File: config.mk
export PLATFORM = sky130hd
export DESIGN_NAME = multicycle_ctrl
export DESIGN_NICKNAME = d
export VERILOG_FILES = /design/src/rtl/multicycle_ctrl_pkg.sv /design/src/rtl/multicycle_ctrl_decode.sv /design/src/rtl/multicycle_ctrl.sv
export SDC_FILE = /design/constraint.sdc
export NUM_CORES = 1
export LEC_CHECK = 0
export CELL_PAD_IN_SITES_DETAIL_PLACEMENT = 1
export CELL_PAD_IN_SITES_GLOBAL_PLACEMENT = 2
export CORE_UTILIZATION = 31
export DETAILED_ROUTE_END_ITERATION = 8
export DONT_BUFFER_PORTS = 1
export GPL_ROUTABILITY_DRIVEN = 0
export PLACE_DENSITY_LB_ADDON = 0.1
export SLEW_MARGIN = 15
export SYNTH_ARGS = -nofsm -noshare
export SYNTH_HDL_FRONTEND = slang
export SYNTH_SLANG_ARGS = --single-unit
File: constraint.sdc
create_clock -name clk -period 2.1 [get_ports clk]
set_clock_uncertainty 0.2 [all_clocks]
set_input_delay 0.21 -clock clk [delete_from_list [all_inputs] [get_ports clk]]
set_output_delay 0.21 -clock clk [all_outputs]
set_load 0.005 [all_outputs]
File: src/rtl/multicycle_ctrl_pkg.sv
// Shared encodings for the multi-cycle RV32I controller: opcodes, ALU control
// bundle values, FSM states and the opcode classifier used by control and decode.
package multicycle_ctrl_pkg;

  localparam logic [6:0] OPC_R      = 7'b0110011;
  localparam logic [6:0] OPC_I      = 7'b0010011;
  localparam logic [6:0] OPC_LOAD   = 7'b0000011;
  localparam logic [6:0] OPC_STORE  = 7'b0100011;
  localparam logic [6:0] OPC_BRANCH = 7'b1100011;
  localparam logic [6:0] OPC_LUI    = 7'b0110111;
  localparam logic [6:0] OPC_AUIPC  = 7'b0010111;
  localparam logic [6:0] OPC_JAL    = 7'b1101111;
  localparam logic [6:0] OPC_JALR   = 7'b1100111;

  localparam logic [1:0] ALUOP_ADD    = 2'b00;
  localparam logic [1:0] ALUOP_BRANCH = 2'b01;
  localparam logic [1:0] ALUOP_R      = 2'b10;
  localparam logic [1:0] ALUOP_I      = 2'b11;

  localparam logic [1:0] SRC2_REG  = 2'b00;
  localparam logic [1:0] SRC2_IMM  = 2'b01;
  localparam logic [1:0] SRC2_FOUR = 2'b10;

  localparam logic [1:0] SRC1_REG  = 2'b00;
  localparam logic [1:0] SRC1_ZERO = 2'b01;
  localparam logic [1:0] SRC1_PC   = 2'b10;

  localparam logic PCSRC_PPC = 1'b0;
  localparam logic PCSRC_REG = 1'b1;

  typedef enum logic [2:0] {
    ST_FETCH, ST_DECODE, ST_EXEC, ST_MEM, ST_WB, ST_HALT
  } state_t;

  typedef enum logic [3:0] {
    CL_R, CL_I, CL_LOAD, CL_STORE, CL_BRANCH,
    CL_LUI, CL_AUIPC, CL_JAL, CL_JALR, CL_ILLEGAL
  } op_class_t;

  function automatic op_class_t classify(input logic [6:0] opcode);
    op_class_t cls;
    case (opcode)
      OPC_R:      cls = CL_R;
      OPC_I:      cls = CL_I;
      OPC_LOAD:   cls = CL_LOAD;
      OPC_STORE:  cls = CL_STORE;
      OPC_BRANCH: cls = CL_BRANCH;
      OPC_LUI:    cls = CL_LUI;
      OPC_AUIPC:  cls = CL_AUIPC;
      OPC_JAL:    cls = CL_JAL;
      OPC_JALR:   cls = CL_JALR;
      default:    cls = CL_ILLEGAL;
    endcase
    return cls;
  endfunction

endpackage

File: src/rtl/multicycle_ctrl_decode.sv
// Combinational ALU control bundle from the latched instruction fields and the
// current FSM state; the bundle is live in EXEC and held through MEM and WB.
module ctrl_decode
  import multicycle_ctrl_pkg::*;
(
  input  logic [6:0] opcode,
  input  logic [2:0] ir_funct3,
  input  logic [6:0] ir_funct7,
  input  state_t     state,
  output logic [1:0] alu_op,
  output logic [1:0] alu_src,
  output logic [1:0] alu_src1,
  output logic       pc_src,
  output logic [2:0] funct3,
  output logic [6:0] funct7
);

  logic in_exec_phase;
  assign in_exec_phase = (state == ST_EXEC) || (state == ST_MEM) || (state == ST_WB);

  always_comb begin
    alu_op   = ALUOP_ADD;
    alu_src  = SRC2_REG;
    alu_src1 = SRC1_REG;
    pc_src   = PCSRC_PPC;
    funct3   = 3'b000;
    funct7   = 7'b0000000;
    if (in_exec_phase) begin
      case (classify(opcode))
        CL_R: begin
          alu_op = ALUOP_R;
          funct3 = ir_funct3;
          funct7 = ir_funct7;
        end
        CL_I: begin
          alu_op  = ALUOP_I;
          alu_src = SRC2_IMM;
          funct3  = ir_funct3;
          // only shifts carry a meaningful funct7 (SRLI vs SRAI)
          if (ir_funct3 == 3'b001 || ir_funct3 == 3'b101) funct7 = ir_funct7;
        end
        CL_LOAD, CL_STORE: begin
          alu_src = SRC2_IMM;
        end
        CL_BRANCH: begin
          alu_op = ALUOP_BRANCH;
          funct3 = ir_funct3;
        end
        CL_LUI: begin
          alu_src1 = SRC1_ZERO;
          alu_src  = SRC2_IMM;
        end
        CL_AUIPC: begin
          alu_src1 = SRC1_PC;
          alu_src  = SRC2_IMM;
        end
        CL_JAL: begin
          alu_src1 = SRC1_PC;
          alu_src  = SRC2_FOUR;
        end
        CL_JALR: begin
          alu_src1 = SRC1_PC;
          alu_src  = SRC2_FOUR;
          pc_src   = PCSRC_REG;
        end
        default: ;
      endcase
    end
  end

endmodule

File: src/rtl/multicycle_ctrl.sv
// Multi-cycle RV32I control FSM: fetch/decode/exec/mem/wb sequencing with
// memory handshakes, sticky illegal-opcode halt and a retired-instruction counter.
module multicycle_ctrl
  import multicycle_ctrl_pkg::*;
#(
  parameter int REGWIDTH   = 32,
  parameter int ALUOPWIDTH = 2,
  parameter int CNTWIDTH   = 32
) (
  input  logic                  clk,
  input  logic                  rst_n,
  input  logic [REGWIDTH-1:0]   instr,
  output logic                  imem_req,
  input  logic                  imem_ack,
  output logic                  dmem_req,
  output logic                  dmem_we,
  input  logic                  dmem_ack,
  input  logic                  zero,
  output logic                  ir_write,
  output logic                  pc_write,
  output logic                  npc_sel,
  output logic [ALUOPWIDTH-1:0] ALUOp,
  output logic [1:0]            ALUSrc,
  output logic [1:0]            ALUSrc1,
  output logic                  PCSrc,
  output logic [2:0]            funct3,
  output logic [6:0]            funct7,
  output logic                  RegWrite,
  output logic                  MemtoReg,
  output logic                  illegal,
  output logic [CNTWIDTH-1:0]   instret
);

  state_t              state_reg, state_next;
  logic                active_reg;
  logic [6:0]          opcode_reg;
  logic [2:0]          f3_reg;
  logic [6:0]          f7_reg;
  logic                illegal_reg;
  logic [CNTWIDTH-1:0] instret_reg;
  logic                retire;
  logic                illegal_set;
  op_class_t           op_class;
  logic [1:0]          alu_op;
  logic                unused_instr;

  assign unused_instr = ^instr;
  assign op_class     = classify(opcode_reg);

  // active_reg keeps every output low for the cycle right after reset and
  // makes an ack arriving on the reset edge harmless
  always_ff @(posedge clk) begin
    if (!rst_n) begin
      state_reg   <= ST_FETCH;
      active_reg  <= 1'b0;
      opcode_reg  <= '0;
      f3_reg      <= '0;
      f7_reg      <= '0;
      illegal_reg <= 1'b0;
      instret_reg <= '0;
    end else begin
      state_reg  <= state_next;
      active_reg <= 1'b1;
      if (ir_write) begin
        opcode_reg <= instr[6:0];
        f3_reg     <= instr[14:12];
        f7_reg     <= instr[31:25];
      end
      if (illegal_set) illegal_reg <= 1'b1;
      if (retire) instret_reg <= instret_reg + 1'b1;
    end
  end

  always_comb begin
    state_next  = state_reg;
    imem_req    = 1'b0;
    ir_write    = 1'b0;
    dmem_req    = 1'b0;
    dmem_we     = 1'b0;
    pc_write    = 1'b0;
    npc_sel     = 1'b0;
    RegWrite    = 1'b0;
    MemtoReg    = 1'b0;
    retire      = 1'b0;
    illegal_set = 1'b0;
    if (active_reg) begin
      case (state_reg)
        ST_FETCH: begin
          imem_req = 1'b1;
          if (imem_ack) begin
            ir_write   = 1'b1;
            state_next = ST_DECODE;
          end
        end
        ST_DECODE: begin
          if (op_class == CL_ILLEGAL) begin
            illegal_set = 1'b1;
            state_next  = ST_HALT;
          end else begin
            state_next = ST_EXEC;
          end
        end
        ST_EXEC: begin
          case (op_class)
            CL_BRANCH: begin
              pc_write   = 1'b1;
              npc_sel    = zero;
              retire     = 1'b1;
              state_next = ST_FETCH;
            end
            CL_LOAD, CL_STORE: state_next = ST_MEM;
            default:           state_next = ST_WB;
          endcase
        end
        ST_MEM: begin
          dmem_req = 1'b1;
          dmem_we  = (op_class == CL_STORE);
          if (dmem_ack) begin
            if (op_class == CL_STORE) begin
              pc_write   = 1'b1;
              retire     = 1'b1;
              state_next = ST_FETCH;
            end else begin
              state_next = ST_WB;
            end
          end
        end
        ST_WB: begin
          RegWrite   = 1'b1;
          MemtoReg   = (op_class == CL_LOAD);
          pc_write   = 1'b1;
          npc_sel    = (op_class == CL_JAL) || (op_class == CL_JALR);
          retire     = 1'b1;
          state_next = ST_FETCH;
        end
        ST_HALT: state_next = ST_HALT;
        default: state_next = ST_FETCH;
      endcase
    end
  end

  ctrl_decode u_decode (
    .opcode    (opcode_reg),
    .ir_funct3 (f3_reg),
    .ir_funct7 (f7_reg),
    .state     (state_reg),
    .alu_op    (alu_op),
    .alu_src   (ALUSrc),
    .alu_src1  (ALUSrc1),
    .pc_src    (PCSrc),
    .funct3    (funct3),
    .funct7    (funct7)
  );

  assign ALUOp   = ALUOPWIDTH'(alu_op);
  assign illegal = illegal_reg;
  assign instret = instret_reg;

endmodule
; Word-level counts from Yosys, hierarchy flattened
; Cells that the tools add are included.
[word_totals]
output_inout_bits = 58
elab_cells = 98
inputBits = 37
ff_bits = 54
[classes]
n_eq_ne = 32
addsub = 1
mux = 46
reduce_logical = 12
[op_table]
columns = op, n
row1 = 4-bit case mux with 9 select lines, 1
row2 = 32-bit by 1-bit adder with 32-bit output (second input constant), 1
row3 = 1-bit two-way mux, 25
row4 = 4-bit by 3-bit == test with 1-bit output (second input constant), 6
row5 = 7-bit by 6-bit == test with 1-bit output (second input constant), 3
row6 = 7-bit == test (second input constant), 3
row7 = 3-bit two-way mux, 6
row8 = 4-bit by 2-bit == test with 1-bit output (second input constant), 4
row9 = 3-bit case mux with 5 select lines, 1
row10 = 7-bit by 5-bit == test with 1-bit output (second input constant), 2
row11 = 7-bit two-way mux, 2
row12 = 7-bit case mux with 2 select lines, 1
row13 = 4-bit == test (second input constant), 3
row14 = 3-bit == test (second input constant), 3
row15 = 2-bit case mux with 2 select lines, 2
row16 = 7-bit by 2-bit == test with 1-bit output (second input constant), 1
row17 = 3-bit by 1-bit == test with 1-bit output (second input constant), 2
row18 = 3-bit by 2-bit == test with 1-bit output (second input constant), 2
row19 = 2-bit two-way mux, 3
row20 = 2-bit case mux with 3 select lines, 1
row21 = 3-bit case mux with 2 select lines, 1
row22 = 3-bit OR reduction, 2
row23 = 5-bit OR reduction, 1
row24 = 4-bit by 1-bit == test with 1-bit output (second input constant), 1
row25 = 9 further kinds, 14

; Logic depth before layout (Yosys ltp)
; Gate-level depths: netlist of the first run.
[logic_depth]
ltp_word = 8
depth_mapped = 9
ltp_nobuf = 6

; Cells and area by module
; A second synthesis of the first run with hierarchy kept.
[unflattened]
hier_cells = 381
hier_area_um2 = 3050.4
[modules_own_cells]
columns = mod, area_each_um2, cells_each, n_inst, seq_area_each_um2
row1 = multicycle_ctrl, 2730.1, 336, 1, 1081.0
row2 = ctrl_decode, 320.3, 45, 1, 0.0

; Least setup slack after synthesis of the first run
; OpenSTA, ideal clock, no wires.
[synth_path]
path_kind = reg2reg
start = register opcode_reg[3]
end = register instret_reg[26], in the netlist instret[26]
path_stages_with_launch = 8
setup_slack_ns = -0.078
t_required_ns = 1.830
period_less_slack_ns = 2.178
path_buffers = 2
setup_ns = 0.070
arrival_time_ns = 1.907
cell_sequence = dfxtp_1 buf_2 and4bb_2 a41o_2 o211ai_4 buf_6 or4_1 a21oi_1
[synth_between]
elab_chain_len = 7
elab_cells_between_ends = 17
classes_between = eq/ne: 11 / mux: 6
[synth_rtl]
columns = item, line
row1 = "start, declared", multicycle_ctrl.sv:36  ; logic [6:0] opcode_reg;
row2 = "start signal, assigned", multicycle_ctrl.sv:65  ; opcode_reg <= instr[6:0];
row3 = 7-bit == test (tied with other cells), multicycle_ctrl_pkg.sv:42  ; case (opcode)
row4 = 4-bit case mux with 9 select lines (*), multicycle_ctrl_pkg.sv:42
row5 = 4-bit by 2-bit == test with 1-bit output, multicycle_ctrl.sv:119  ; if (op_class == CL_STORE) begin
row6 = 1-bit two-way mux, multicycle_ctrl.sv:119
row7 = 1-bit two-way mux, multicycle_ctrl.sv:118  ; if (dmem_ack) begin
row8 = 1-bit case mux with 3 select lines (*), multicycle_ctrl.sv:87  ; case (state_reg)
row9 = 1-bit two-way mux (*), multicycle_ctrl.sv:86  ; if (active_reg) begin
row10 = "end signal, assigned", multicycle_ctrl.sv:70  ; if (retire) instret_reg <= instret_reg + 1'b1;
row11 = "end, declared", multicycle_ctrl.sv:40  ; logic [CNTWIDTH-1:0] instret_reg;
; Every way passes the cells marked *; elsewhere a longest branch is shown, timed or not.
; A chain may end at the register's enable or synchronous reset.

; Worst setup path in the final report of the first run
[layout_path]
start = register opcode_reg[6]
end = register instret_reg[25], in the netlist instret[25]
; The elaborated chain is that of the path after synthesis.

==> impl_metrics.json, run 1 <==
{
  "clkPwrFrac_pct": 35.1,
  "switching_power_uw": 527,
  "cts_tree": "done",
  "synth_top_area_share_pct": 39.0,
  "critPathKind": "register to register",
  "clockBufferDepth": 2,
  "wire_per_inst_um": 17.5,
  "rows": 34,
  "drc": 0,
  "worstMarginPinSlew_ns": 0.584,
  "fin_cells": 556,
  "crit_path_max_incr_delay_ns": 0.47,
  "cp.required_ns": 2.14,
  "min_period_ns": 2.17,
  "final-hold-violation-count": 0,
  "vias": 2967,
  "ys_ff_latch": 54,
  "syn_nets": 391,
  "core-area_mm2": 0.00868,
  "final_antenna_net_count": 0,
  "synth_edf_count": 0,
  "cts_htree_levels": 2,
  "totalWireLength_um": 9700,
  "firstDrtPassIters": 4,
  "track_usage_pct": 20.4,
  "crit_slowest_cell": "or4_1",
  "cp_num_buf_inv": 1,
  "irDropWorstVdd_v": 0.000238,
  "worstPathArrival_ns": 2.21,
  "grt_pass1_vias": 2919,
  "violations": "negative setup slack",
  "setup_tns_ns": -0.703,
  "dp_cells": 504,
  "post-route-period-util_pct": 103,
  "hpwl_um": 6370,
  "syn_to_final_growth_pct": 45.4,
  "clk_latency_ns": 0.31,
  "leakagePower_nw": 1.52,
  "grt_pass1_wl_um": 14600,
  "startpoint_type": "register",
  "syn_avg_cell_area_um2": 7.84,
  "clock.fmax_ghz": 0.461,
  "n_fill_cell": 1046,
  "yosysUniqueCellTypes": 48,
  "drive_gt1_share_pct": 29.7,
  "synth-seq-area-share_pct": 39.0,
  "synth_async_sr_flop_share_pct": 0,
  "p_int_mw": 1.54,
  "die_h_um": 96.5,
  "syn_inst": 353,
  "multiInputGateArea_mm2": 0.00174,
  "die-area_mm2": 0.00931,
  "rsz0062_at_grt": "yes",
  "clkTransAtPathRegs_ns": 0.10,
  "synthFlopType": "dfxtp_1",
  "viasPerCell": 5.34,
  "grt_max_degree": 40,
  "finalSetupViolCount": 17,
  "max_cap_viol_count": 0,
  "cts_root_buf": "clkbuf_8",
  "synth.largest_area_cell": "dfxtp_1",
  "cp_top_family": "simple AND/OR/NAND/NOR gates",
  "cp_max_fo": 5,
  "drtIter0Drc": 107,
  "start_util_pct": 31.9,
  "antenna_cells": 0,
  "grt_remaining_overflow": 0,
  "die_x_um": 96.5,
  "hold_class": "primary input to register",
  "final_nets": 485,
  "power_per_cell_area_mw_per_mm2": 512,
  "clock-sinks": 54,
  "seq_area_mm2": 0.00110,
  "path_cells": "nor4_4 > and4_4 > o211ai_1 > buf_4 > or4_1 > a21oi_1",
  "slew_headroom_pct": 60.8,
  "largest_reg_flops": 32,
  "sequentialPowerShare_pct": 52.0,
  "ys_top_cells_by_area": "dfxtp_1 (39%), a21oi_1 (7.6%), nand2_1 (7.5%), o21ai_0 (3.4%), and2_1 (2.9%)",
  "antenna_found_initial": 0,
  "outcome": "complete, but fails checks",
  "combinationalPowerShare_pct": 12.9,
  "syn_area_mm2": 0.00277,
  "cts_buffers": 5,
  "worstSetupEndpointType": "register",
  "pin_count": 95,
  "slew_violations": 0,
  "synth_warnings": 0,
  "numPortBuffers": 0,
  "worst_slack_ns": -0.0676,
  "swShare_pct": 25.5
}
-- worst min-delay path: stages --
cell,delay [ns]
nand2_2,0.06
clkinv_4,0.10
nand2_1,0.06
a21oi_1,0.10
-- cells in the final DEF (no fill, tap or decap), types with 8 or more instances in the layout --
cell / synthesis / layout
a21oi_1: 42 / 40
buf_4: 2 / 67
buf_6: 1 / 12
dfxtp_1: 54 / 47
dlygate4sd3_1: 0 / 25
inv_1: 12 / 12
nand2_1: 55 / 51
nand3_1: 12 / 10
nand4_1: 8 / 8
nor2_1: 14 / 14
o21ai_0: 19 / 17
o31ai_1: 9 / 9
or3_1: 11 / 11
-- path summary, 6_finish.rpt --
| kind | to | from | cells past startpoint | slack, ns |
|---|---|---|---|---|
| max | instret[25] | opcode_reg[6] | 6 | -0.07 |
| min reg2reg | f7_reg[0] | f7_reg[0] | 2 | 0.26 |
| min | opcode_reg[4] | imem_ack | 4 | 0.06 |
| max reg2reg | instret[25] | opcode_reg[6] | 6 | -0.07 |
-- power groups by stage --
stage          sequential (mW)  clock (mW)  combinational, mW
3_3_place_gp              1.09           0              0.183
2_1_floorplan             1.09           0              0.119
6_report                  1.07       0.725              0.265
3_5_place_dp              1.09           0              0.189
5_1_grt                   1.08       0.781              0.291
4_1_cts                   1.07       0.750              0.241
-- cell usage after synthesis, types with 4 or more instances --
cell type  number
buf_2           4
nand4_1         8
inv_1          12
nand3_1        12
dfxtp_1        54
and2_1         13
nand2b_1        5
or3_1          11
nor2_1         14
and3_1          7
o31ai_1         9
nor3_1          8
clkbuf_1       11
a21oi_1        42
or4_1           7
and4_1          6
nand2_1        55
xor2_1          5
o211ai_1        6
o21ai_0        19
-- metrics by stage --
stage / power [mW] / utilization, % / hold WS [ns] / area (um^2) / setup WS, ns
finish: 2.06 / 46.4 / 0.0602 / 4030 / -0.0676
global route: 2.15 / 46.4 / 0.0656 / 4030 / -0.152
CTS: 2.06 / 43.9 / 0.0778 / 3810 / -0.0693
detailed placement: 1.28 / 37.9 / 0.0390 / 3290 / -0.103
global placement: 1.28 / 37.9 / 0.0390 / 3290 / -0.0441
floorplan: 1.21 / - / 0.0377 / 2800 / -0.000652
-- metal layers --
layer / vias to the layer above / track usage, % / part of all wire, %
met5: - / 0 / 0
met4: 0 / 3.80 / 0.88
met3: 8 / 4.46 / 4.7
met2: 58 / 35.1 / 49
met1: 1446 / 26.4 / 46
li1: 1455 / - / -
-- what timing repair did --
action                                  4_1_cts  5_1_grt
hold endpoints to repair                     31        0
hold buffers                                 25        0
cloned                                        1        1
endpoints found under the setup margin       37       40
gates resized for setup                      28       40
setup buffers                                 6       12
pin swaps                                    13       30
-- cell type report --
class	count	area share, %
Sequential cell	54	27.3
Multi-Input combinational cell	268	43.2
Clock inverter	1	0.746
Clock buffer	7	1.90
Timing Repair Buffer	104	22.1
Tap cell	108	3.36
Inverter	14	1.43
-- logic make-up (layout without fill, tap and decap cells) --
| group | after synthesis | in the layout | synth area share (%) |
|---|---|---|---|
| flops | 54 | 54 | 39.0 |
| simple gates | 164 | 164 | 32.1 |
| xor+xnor | 8 | 8 | 2.53 |
| buf+inv | 32 | 126 | 5.06 |
| mux | 2 | 2 | 0.723 |
| compound gates | 92 | 93 | 20.1 |
| fa+ha+maj | 1 | 1 | 0.452 |
No activity file was read; power rests on OpenSTA's default activity.
==> run 2, diff against run 1 <==
- CORE_UTILIZATION: 31 -> 32
- SYNTH_HIERARCHICAL: default -> 1
==> run 2 against run 1 <==
  * The run still ends with negative setup slack left
  * Die area rose by 6.6%
  * Final area is 14% higher
  * Power is 1.7% higher
  * Sequential cell count unchanged
  * Sequential share of layout area down 3.4 points
  * Largest power group unchanged
==> impl_metrics.json, run 2 <==
{
  "hold_class": "primary input to register",
  "grt_max_degree": 40,
  "min_period_ns": 2.17,
  "largest_reg_flops": 32,
  "clkTransAtPathRegs_ns": 0.10,
  "synth-seq-area-share_pct": 35.4,
  "finalSetupViolCount": 8,
  "final_common_cell": "buf_4",
  "outcome": "complete, but fails checks",
  "ys_top_cells_by_area": "dfxtp_1 (35%), a21oi_1 (8.4%), nand2_1 (7.0%), or4_1 (3.4%), o31ai_1 (3.2%)",
  "syn_avg_cell_area_um2": 8.01,
  "dp_cells": 552,
  "synthFlopType": "dfxtp_1",
  "worstSetupEndpointType": "output pin",
  "clock-sinks": 54,
  "wire_per_inst_um": 18.0,
  "leakagePower_nw": 1.62,
  "core-area_mm2": 0.00924,
  "drive_gt1_share_pct": 39.1,
  "cts_buffers": 5,
  "fin_cells": 618,
  "worstPathArrival_ns": 1.76,
  "r2r-start": "opcode_reg[4]",
  "final_antenna_net_count": 0,
  "cp-startpoint": "opcode_reg[4]",
  "slew_headroom_pct": 42.6,
  "slew_violations": 0,
  "clockBufferDepth": 2,
  "syn_to_final_growth_pct": 50.9,
  "r2r_slack_ns": 0.01,
  "max_cap_viol_count": 0,
  "synth_edf_count": 0,
  "final-hold-violation-count": 0,
  "power_per_cell_area_mw_per_mm2": 456,
  "drtIter0Drc": 75,
  "endpoint": "funct7[2]",
  "post-route-period-util_pct": 103,
  "vias": 3357,
  "grt_pass1_vias": 3448,
  "final_nets": 526,
  "grt_pass1_wl_um": 17300,
  "synth.largest_area_cell": "dfxtp_1",
  "drc": 0,
  "rows": 35,
  "synth_top_area_share_pct": 35.4,
  "critPathKind": "register to output pin",
  "clock.fmax_ghz": 0.461,
  "clk_latency_ns": 0.32,
  "syn_nets": 419,
  "hpwl_um": 6690,
  "rsz0062_at_grt": "yes",
  "antenna_cells": 0,
  "viasPerCell": 5.43,
  "final_cell_mix": "buf_4 (81), nand2_1 (56), dfxtp_1 (41)",
  "startpoint_type": "register",
  "whs_ns": 0.0522,
  "die_h_um": 99.6,
  "firstDrtPassIters": 4,
  "ys_ff_latch": 54,
  "totalWireLength_um": 11100,
  "worstMarginPinSlew_ns": 0.860,
  "finalPower_mw": 2.10,
  "irDropWorstVdd_v": 0.000250,
  "start_util_pct": 33.0,
  "cp_max_fo": 5,
  "yosysUniqueCellTypes": 68,
  "synth_commonest_cells": "nand2_1 (57), dfxtp_1 (54), a21oi_1 (51)",
  "track_usage_pct": 21.9,
  "syn_area_mm2": 0.00305,
  "cts_tree": "done",
  "syn_inst": 381,
  "antenna_found_initial": 0,
  "die-area_mm2": 0.00993,
  "cp.required_ns": 1.69,
  "synth_warnings": 6,
  "setup_tns_ns": -0.460,
  "grt_remaining_overflow": 0,
  "violations": "negative setup slack",
  "die_x_um": 99.6,
  "numPortBuffers": 0,
  "cts_root_buf": "clkbuf_8",
  "rr_endpoint": "instret[27]",
  "n_fill_cell": 1081,
  "post-route-util_pct": 49.8,
  "worst_slack_ns": -0.0704,
  "synth_async_sr_flop_share_pct": 0,
  "rr_worst_depth": 6,
  "pin_count": 95,
  "cts_htree_levels": 2,
  "synthMostInstantiatedCell": "nand2_1"
}
## run 2: layout make-up
| type | count | area [um^2] | share of cell area, % |
|---|---|---|---|
| multi-input cells | 300 | 2200 | 47.9 |
| clock inverters | 3 | 43.8 | 0.952 |
| inverters | 11 | 41.3 | 0.897 |
| well taps | 129 | 161 | 3.51 |
| repair buffers | 116 | 982 | 21.3 |
| flip-flops and latches | 54 | 1100 | 23.9 |
| clock buffers | 5 | 68.8 | 1.50 |
## run 2: cell families (layout without fill, tap and decap cells)
group	after synthesis	after routing	synth area share (%)
mux	1	1	0.328
simple gates	180	180	34.0
buf+inv	31	135	4.68
xor+xnor	6	6	1.72
flops	54	54	35.4
fa+ha+maj	1	1	0.410
compound gates	108	112	23.4
## run 2: critical path, cell delays in order (launching register included)
cell,delay (ns)
dfxtp_2,0.35
buf_6,0.12
and3b_2,0.24
a2111oi_4,0.34
buf_6,0.20
nor4b_4,0.06
buf_4,0.15
## run 2: stage by stage
stage	worst slack, ns	area [um^2]
after floorplan	0.0411	3050
after global routing	-0.161	4600
final	-0.0704	4600
after global placement	0.0244	3580
after detailed placement	-0.0233	3580
after CTS	-0.0603	4240
## run 2: worst min path at each step
stage | endpoint | from | depth (start not counted) | slack (ns)
floorplan | active_reg | rst_n | 0 | 0.04
global placement | active_reg | rst_n | 0 | 0.04
detailed placement | active_reg | rst_n | 0 | 0.04
CTS | state_reg[0] | imem_ack | 4 | 0.04
global route | state_reg[0] | imem_ack | 4 | 0.05
finish | state_reg[0] | imem_ack | 4 | 0.05
## run 2: layer usage
layer	wire length (um)	track usage [%]	vias to the layer above	part of all wire [%]
met2	5780	40.3	57	52
met3	418	4.36	8	3.8
met4	95	3.85	0	0.85
met5	0	0	-	0
li1	-	-	1618	-
met1	4840	26.7	1674	43
## run 2: report_power, final
group	switching, mW	total (mW)	internal, mW	leakage [nW]
clock	0.381	0.739	0.359	0.0585
combinational	0.158	0.302	0.144	1.12
sequential	0.0131	1.06	1.04	0.444
## run 2: repair_timing
action,CTS,global route
cloned,2,3
hold buffers,20,0
hold endpoints to repair,26,0
pin swaps,12,22
endpoints found under the setup margin,21,41
setup buffers,20,13
resized for setup,43,57
